--- src/rtl/sf_pkg.sv ---
// Shared definitions for the smoothing-filter sequencer.
// Contents: default sizing parameters, FSM state encodings and the helper
// that sizes the running-sum register so it can never overflow.
package sf_pkg;

  localparam int unsigned SfM  = 5;   // window size
  localparam int unsigned SfDw = 8;   // sample width
  localparam int unsigned SfOw = 16;  // result width
  localparam int unsigned SfAw = 10;  // RAM address width
  localparam int unsigned SfLw = 11;  // length field width

  localparam logic [1:0] StIdle = 2'd0;
  localparam logic [1:0] StRun  = 2'd1;
  localparam logic [1:0] StErr  = 2'd2;
  localparam logic [1:0] StDone = 2'd3;

  // Sum of M+1 DW-bit values (window plus the incoming sample before the
  // oldest is removed) fits in DW + clog2(M+1) bits.
  function automatic int unsigned sf_sum_w(int unsigned dw, int unsigned m);
    return dw + $clog2(m + 1);
  endfunction

endpackage

--- src/rtl/sf_window_buf.sv ---
// M-deep shift register holding the samples currently inside the window.
// Ports:
//   clk_i, rst_i  clock, async active-high reset
//   clr_i         synchronous clear of all entries
//   push_i        shift data_i in at the newest end
//   data_i        incoming sample
//   oldest_o      sample pushed Depth pushes ago (zero until the buffer fills)
module sf_window_buf
  import sf_pkg::*;
#(
  parameter int unsigned Depth = SfM,
  parameter int unsigned Width = SfDw
) (
  input  logic             clk_i,
  input  logic             rst_i,
  input  logic             clr_i,
  input  logic             push_i,
  input  logic [Width-1:0] data_i,
  output logic [Width-1:0] oldest_o
);

  logic [Width-1:0] win_q [Depth];

  always_ff @(posedge clk_i or posedge rst_i) begin
    if (rst_i) begin
      for (int i = 0; i < Depth; i++) win_q[i] <= '0;
    end else if (clr_i) begin
      for (int i = 0; i < Depth; i++) win_q[i] <= '0;
    end else if (push_i) begin
      win_q[0] <= data_i;
      for (int i = 1; i < Depth; i++) win_q[i] <= win_q[i-1];
    end
  end

  assign oldest_o = win_q[Depth-1];

endmodule

--- src/rtl/sf_sequencer.sv ---
// Moving-average sequencer: reads cfg_len samples from a synchronous-read
// sample RAM, keeps a running window sum and writes floor(sum/M) for every
// full window to a result RAM, one result per clock once the window fills.
// Ports:
//   clk_i, rst_i          clock, async active-high reset
//   start_i, abort_i      run request (ignored while busy), sync abort
//   cfg_len_i             sample count, latched on an accepted start
//   busy_o, done_o        run in progress, end-of-run pulse
//   err_len_o             pulse with done_o when the latched length < M
//   rd_en_o, rd_addr_o    sample RAM read port, rd_data_i one cycle later
//   wr_en_o, wr_addr_o    result RAM write port
//   wr_data_o             window average, zero-extended
module sf_sequencer
  import sf_pkg::*;
#(
  parameter int unsigned M  = SfM,
  parameter int unsigned DW = SfDw,
  parameter int unsigned OW = SfOw,
  parameter int unsigned AW = SfAw,
  parameter int unsigned LW = SfLw
) (
  input  logic          clk_i,
  input  logic          rst_i,
  input  logic          start_i,
  input  logic          abort_i,
  input  logic [LW-1:0] cfg_len_i,
  output logic          busy_o,
  output logic          done_o,
  output logic          err_len_o,
  output logic          rd_en_o,
  output logic [AW-1:0] rd_addr_o,
  input  logic [DW-1:0] rd_data_i,
  output logic          wr_en_o,
  output logic [AW-1:0] wr_addr_o,
  output logic [OW-1:0] wr_data_o
);

  localparam int unsigned SW = sf_sum_w(DW, M);

  logic [1:0]    state_q, state_d;
  logic [LW-1:0] len_q, len_d;
  logic [LW-1:0] rd_cnt_q, rd_cnt_d;   // reads issued
  logic [LW-1:0] in_cnt_q, in_cnt_d;   // samples received
  logic          rd_vld_q, rd_vld_d;   // rd_data_i carries a sample this cycle
  logic [SW-1:0] sum_q, sum_d;
  logic          wr_en_q, wr_en_d;
  logic [AW-1:0] wr_addr_q, wr_addr_d;
  logic [OW-1:0] wr_data_q, wr_data_d;

  logic          start_acc, run_active, kill, clr_win;
  logic [DW-1:0] oldest;
  logic [SW-1:0] sum_next, quot;

  assign start_acc  = (state_q == StIdle) && start_i && !abort_i;
  assign run_active = (state_q == StRun);
  assign kill       = abort_i && (state_q != StIdle);
  assign clr_win    = start_acc || kill;

  sf_window_buf #(
    .Depth (M),
    .Width (DW)
  ) u_win (
    .clk_i    (clk_i),
    .rst_i    (rst_i),
    .clr_i    (clr_win),
    .push_i   (run_active && rd_vld_q),
    .data_i   (rd_data_i),
    .oldest_o (oldest)
  );

  // The buffer reads back zero until M samples are in, so the subtraction
  // needs no separate fill check. sum_q + x never exceeds (M+1) * max sample.
  assign sum_next = sum_q + SW'(rd_data_i) - SW'(oldest);
  assign quot     = sum_next / SW'(M);

  assign rd_en_o = run_active && (rd_cnt_q < len_q);

  always_comb begin
    state_d   = state_q;
    len_d     = len_q;
    rd_cnt_d  = rd_cnt_q;
    in_cnt_d  = in_cnt_q;
    rd_vld_d  = rd_en_o;
    sum_d     = sum_q;
    wr_en_d   = 1'b0;
    wr_addr_d = wr_addr_q;
    wr_data_d = wr_data_q;
    case (state_q)
      StIdle: begin
        if (start_acc) begin
          len_d    = cfg_len_i;
          rd_cnt_d = '0;
          in_cnt_d = '0;
          sum_d    = '0;
          state_d  = (cfg_len_i < LW'(M)) ? StErr : StRun;
        end
      end
      StRun: begin
        if (rd_en_o) rd_cnt_d = rd_cnt_q + LW'(1);
        if (rd_vld_q) begin
          sum_d    = sum_next;
          in_cnt_d = in_cnt_q + LW'(1);
          if (in_cnt_q >= LW'(M - 1)) begin
            wr_en_d   = 1'b1;
            wr_addr_d = AW'(in_cnt_q - LW'(M - 1));
            wr_data_d = OW'(quot);
          end
        end
        // All samples consumed; the last result is on the write port now.
        if (in_cnt_q == len_q) state_d = StDone;
      end
      default: state_d = StIdle;
    endcase
    // Abort also drops a result sitting in the write stage.
    if (kill) begin
      state_d  = StIdle;
      rd_cnt_d = '0;
      in_cnt_d = '0;
      rd_vld_d = 1'b0;
      sum_d    = '0;
      wr_en_d  = 1'b0;
    end
  end

  always_ff @(posedge clk_i or posedge rst_i) begin
    if (rst_i) begin
      state_q   <= StIdle;
      len_q     <= '0;
      rd_cnt_q  <= '0;
      in_cnt_q  <= '0;
      rd_vld_q  <= 1'b0;
      sum_q     <= '0;
      wr_en_q   <= 1'b0;
      wr_addr_q <= '0;
      wr_data_q <= '0;
    end else begin
      state_q   <= state_d;
      len_q     <= len_d;
      rd_cnt_q  <= rd_cnt_d;
      in_cnt_q  <= in_cnt_d;
      rd_vld_q  <= rd_vld_d;
      sum_q     <= sum_d;
      wr_en_q   <= wr_en_d;
      wr_addr_q <= wr_addr_d;
      wr_data_q <= wr_data_d;
    end
  end

  assign busy_o    = run_active;
  assign done_o    = (state_q == StDone) || (state_q == StErr);
  assign err_len_o = (state_q == StErr);
  assign rd_addr_o = AW'(rd_cnt_q);
  assign wr_en_o   = wr_en_q;
  assign wr_addr_o = wr_addr_q;
  assign wr_data_o = wr_data_q;

endmodule

--- config.mk ---
export PLATFORM = sky130hd
export DESIGN_NAME = sf_sequencer
export DESIGN_NICKNAME = d
export VERILOG_FILES = /design/src/rtl/sf_pkg.sv /design/src/rtl/sf_window_buf.sv /design/src/rtl/sf_sequencer.sv
export SDC_FILE = /design/constraint.sdc
export NUM_CORES = 1
export LEC_CHECK = 0
export ABC_CLOCK_PERIOD_IN_PS = 13600
export BUFFER_PORTS_ARGS = -buffer_cell sky130_fd_sc_hd__buf_2
export CAP_MARGIN = 20
export CORE_UTILIZATION = 35
export DETAILED_ROUTE_END_ITERATION = 8
export GPL_TIMING_DRIVEN = 1
export PLACE_DENSITY = 0.58
export SETUP_SLACK_MARGIN = 0.5
export SLEW_MARGIN = 20
export SYNTH_ARGS = -nofsm -noshare
export SYNTH_HDL_FRONTEND = slang
export SYNTH_SLANG_ARGS = --single-unit
--- constraint.sdc ---
create_clock -name clk_i -period 13.6 [get_ports clk_i]
set_clock_uncertainty 0.05 [all_clocks]
set_input_delay 0.68 -clock clk_i [delete_from_list [all_inputs] [get_ports clk_i]]
set_output_delay 0.68 -clock clk_i [all_outputs]
set_load 0.02 [all_outputs]
==> impl_metrics.toml <==
[synth]
ys_seq_area_share_pct = 38.49
yosys_most_used_dff = "dfrtp_1"
synth_fa_ha_area_share_pct = 7.518
yosysTopAreaCell = "dfrtp_1"
synthMuxAreaShare_pct = 1.421
yosysWarnings = 0
async_flop_share_pct = 100.0
synth_compound_area_share_pct = 20.67
synth-simple-area-share_pct = 19.05
synthCells = 806
syn_area_per_cell_sq_um = 8.631
synth_seq_cells = 107
synthTopCellsByArea = "dfrtp_1 (38%), nand2_1 (7.1%), ha_1 (5.2%)"
synthesis.area_sq_mm = 0.006957
yosysTopAreaCellShare_pct = 38.49
synth_edf_count = 0
synth-xor-area-share_pct = 5.270
synthDistinctLibCells = 83
synth_top_family_by_area = "compound AO/OA/AOI/OAI gates"

[sta]
tns_ns = 0
fin_ws_ns = 7.970
finalWorstPathRequiredPeriod_ns = 5.630
fmax_mhz = 177.6
timing.final.hold_violations = 0
rsz0062_at_grt = "no"
relSlewSlack_pct = 26.26
worst_pin_slew_ns = 1.102
setup_viol = 0
min_period_over_period_pct = 41.40
drv_slew = 0
whs_ns = 0.3819

[power_and_ir_drop]
p_total_mw = 1.063
p_per_area_mw_per_mm2 = 138.9
vdd_drop_max_mv = 0.08075
leakagePower_nw = 3.515

[worst_setup_path]
r2r_start = "sum_q[1]"
cp-end-kind = "flip-flop"
worstPathRequired_ns = 13.78
critPathKind = "primary input to flip-flop"
path_max_fanout = 16
r2r-end = "wr_data_o[0]"
cp.arrival_ns = 5.81
r2r_cells = 20
critPathLaunchType = "primary input"
rrSetupSlack_ns = 8.07

[cts]
cts_tree = "built"
cts_setup_buffers = 0
ctsHoldBuffers = 0
clk-insertion-delay-late_ns = 0.36
cts_num_sinks = 107
htree_levels = 3
root_buffer = "clkbuf_16"
clockBufferDepth = 2
clk_pin_slew_ns = 0.08
cts-resized-gates = 0
cts_buffers = 9

[finish]
antennaDiodeCount = 0
final-seq-area_sq_mm = 0.002678
multiInputGateArea_sq_mm = 0.003786
area_growth_pct = 10.04
final_area_sq_mm = 0.007655
fin_cells = 1099
utilization_pct = 39.33
drive_above_1_share_pct = 14.63
final_net_count = 889
n_fill_cell = 2011

[die]
start_util_pct = 35.74
die_h_microns = 143.0
die-area_sq_mm = 0.02044
coreArea_sq_mm = 0.01946
fp-row-count = 51
ioPinCount = 64
die_x_microns = 143.0

[placed_design]
io_buffer_count = 56
dpl-instance-area_sq_mm = 0.007352
gp_congestion = 0.8743
dp_cells = 1083
dp_hpwl_mm = 11.61
place_ws_ns = 7.672

[detailed_routing]
wire_per_inst_microns = 14.89
drt-total-wl_mm = 16.36
avgViaCountPerCell = 5.115
num_vias = 5621
drtAntennaViolNets = 0
drc = 0
drtPass1Iterations = 5
initialDrtViolationCount = 326

[global_routing]
grt-ovfl-total = 0
grt_use_met2_pct = 28.34
grt_usage_pct = 17.25
use_met1_pct = 23.42
grt_pass1_wl_mm = 27.70
grt_pass1_vias = 5383
antenna_found_initial = 0
top_usage_layer = "met2"
grt_max_degree = 60
grt.met3_usage_pct = 3.018

[job]
cap_violations = 0

[status]
status = "complete, no violations"

[min_path]
hold_path.class = "primary input to asynchronous set/reset pin"
cell usage after synthesis, types with 6 or more instances:
cell type  instances
nand2_1          132
dfrtp_1          107
a21oi_1           67
inv_1             55
nor2_1            55
o21ai_0           46
ha_1              29
clkbuf_1          27
xor2_1            21
buf_4             20
xnor2_1           19
nand3_1           18
nand4_1           14
nor3_1            14
o211ai_1          12
a21o_1            11
fa_1               8
and3_1             7
mux2_2             7
nand2b_1           6
nor2b_1            6
nor4_1             6
or4_1              6
kinds of logic (layout without fill, tap and decap cells):
logic type,Yosys count,after routing
AND/OR/NAND/NOR,287,287
AO/OA/AOI/OAI,210,210
buffers and inverters,114,136
flip-flops,107,107
XOR/XNOR,41,41
adder cells (fa/ha/maj),37,37
multiplexers,9,9
other,1,7
worst max-delay path by stage:
stage,startpoint,end
floorplan,rd_data_i[7],wr_data_o[0]
global placement,rd_data_i[6],wr_data_o[0]
detailed placement,rd_data_i[6],wr_data_o[0]
CTS,rd_data_i[1],wr_data_o[0]
global route,rd_data_i[1],wr_data_o[0]
finish,rd_data_i[1],wr_data_o[0]
area by class of cell:
cell class,count,area share (%)
clock buffers,11,3.171
clock inverters,5,0.7846
inverters,55,2.730
multi-input cells,591,49.46
flip-flops and latches,107,34.98
well taps,265,4.331
repair buffers,65,4.544
placed cells by master (no fill, tap or decap), types with 9 or more instances in the layout:
cell type	Yosys	layout
dfrtp_1	107	107
buf_2	5	56
clkbuf_16	0	9
xnor2_1	19	19
inv_1	55	54
nand3_1	18	18
nand2_1	132	132
o21ai_0	46	46
a21oi_1	67	67
xor2_1	21	21
buf_4	20	9
o211ai_1	12	12
ha_1	29	29
a21o_1	11	11
nor3_1	14	14
nor2_1	55	54
nand4_1	14	14
per-layer routing:
metal | vias up | part of all wire (%)
met5 | - | 0
met4 | 0 | 1.0
met3 | 10 | 2.9
met2 | 83 | 48
met1 | 2698 | 48
li1 | 2830 | -
flip-flops by register name, indices dropped and copies added, names as in the netlist:
signal	cells
rd_cnt_q	11
sum_q	11
len_q	11
rd_vld_q	1
in_cnt_q	11
wr_addr_o	10
wr_en_o	1
u_win.win_q	32
state_q	2
u_win.oldest_o	8
wr_data_o	9
power by group:
group / leakage (nW) / switching (mW) / internal [mW]
sequential: 1.43 / 0.0136 / 0.338
combinational: 1.93 / 0.280 / 0.155
clock: 0.147 / 0.128 / 0.149
critical path: stages:
cell and delay [ns]:
buf_2 0.09, inv_1 0.05, fa_1 0.58, inv_1 0.06
ha_1 0.30, a21oi_2 0.23, o211ai_2 0.14, o41ai_4 0.34
xor2_2 0.68, nor2_4 0.10, o31ai_2 0.38, a21oi_2 0.14
nor2_2 0.42, xor2_1 0.23, o21ai_0 0.11, a32o_1 0.35
ha_1 0.28, o21ai_0 0.10, or3b_1 0.37, o211ai_1 0.08
a31oi_1 0.09
Note: power is estimated with default switching activity, not from simulation.
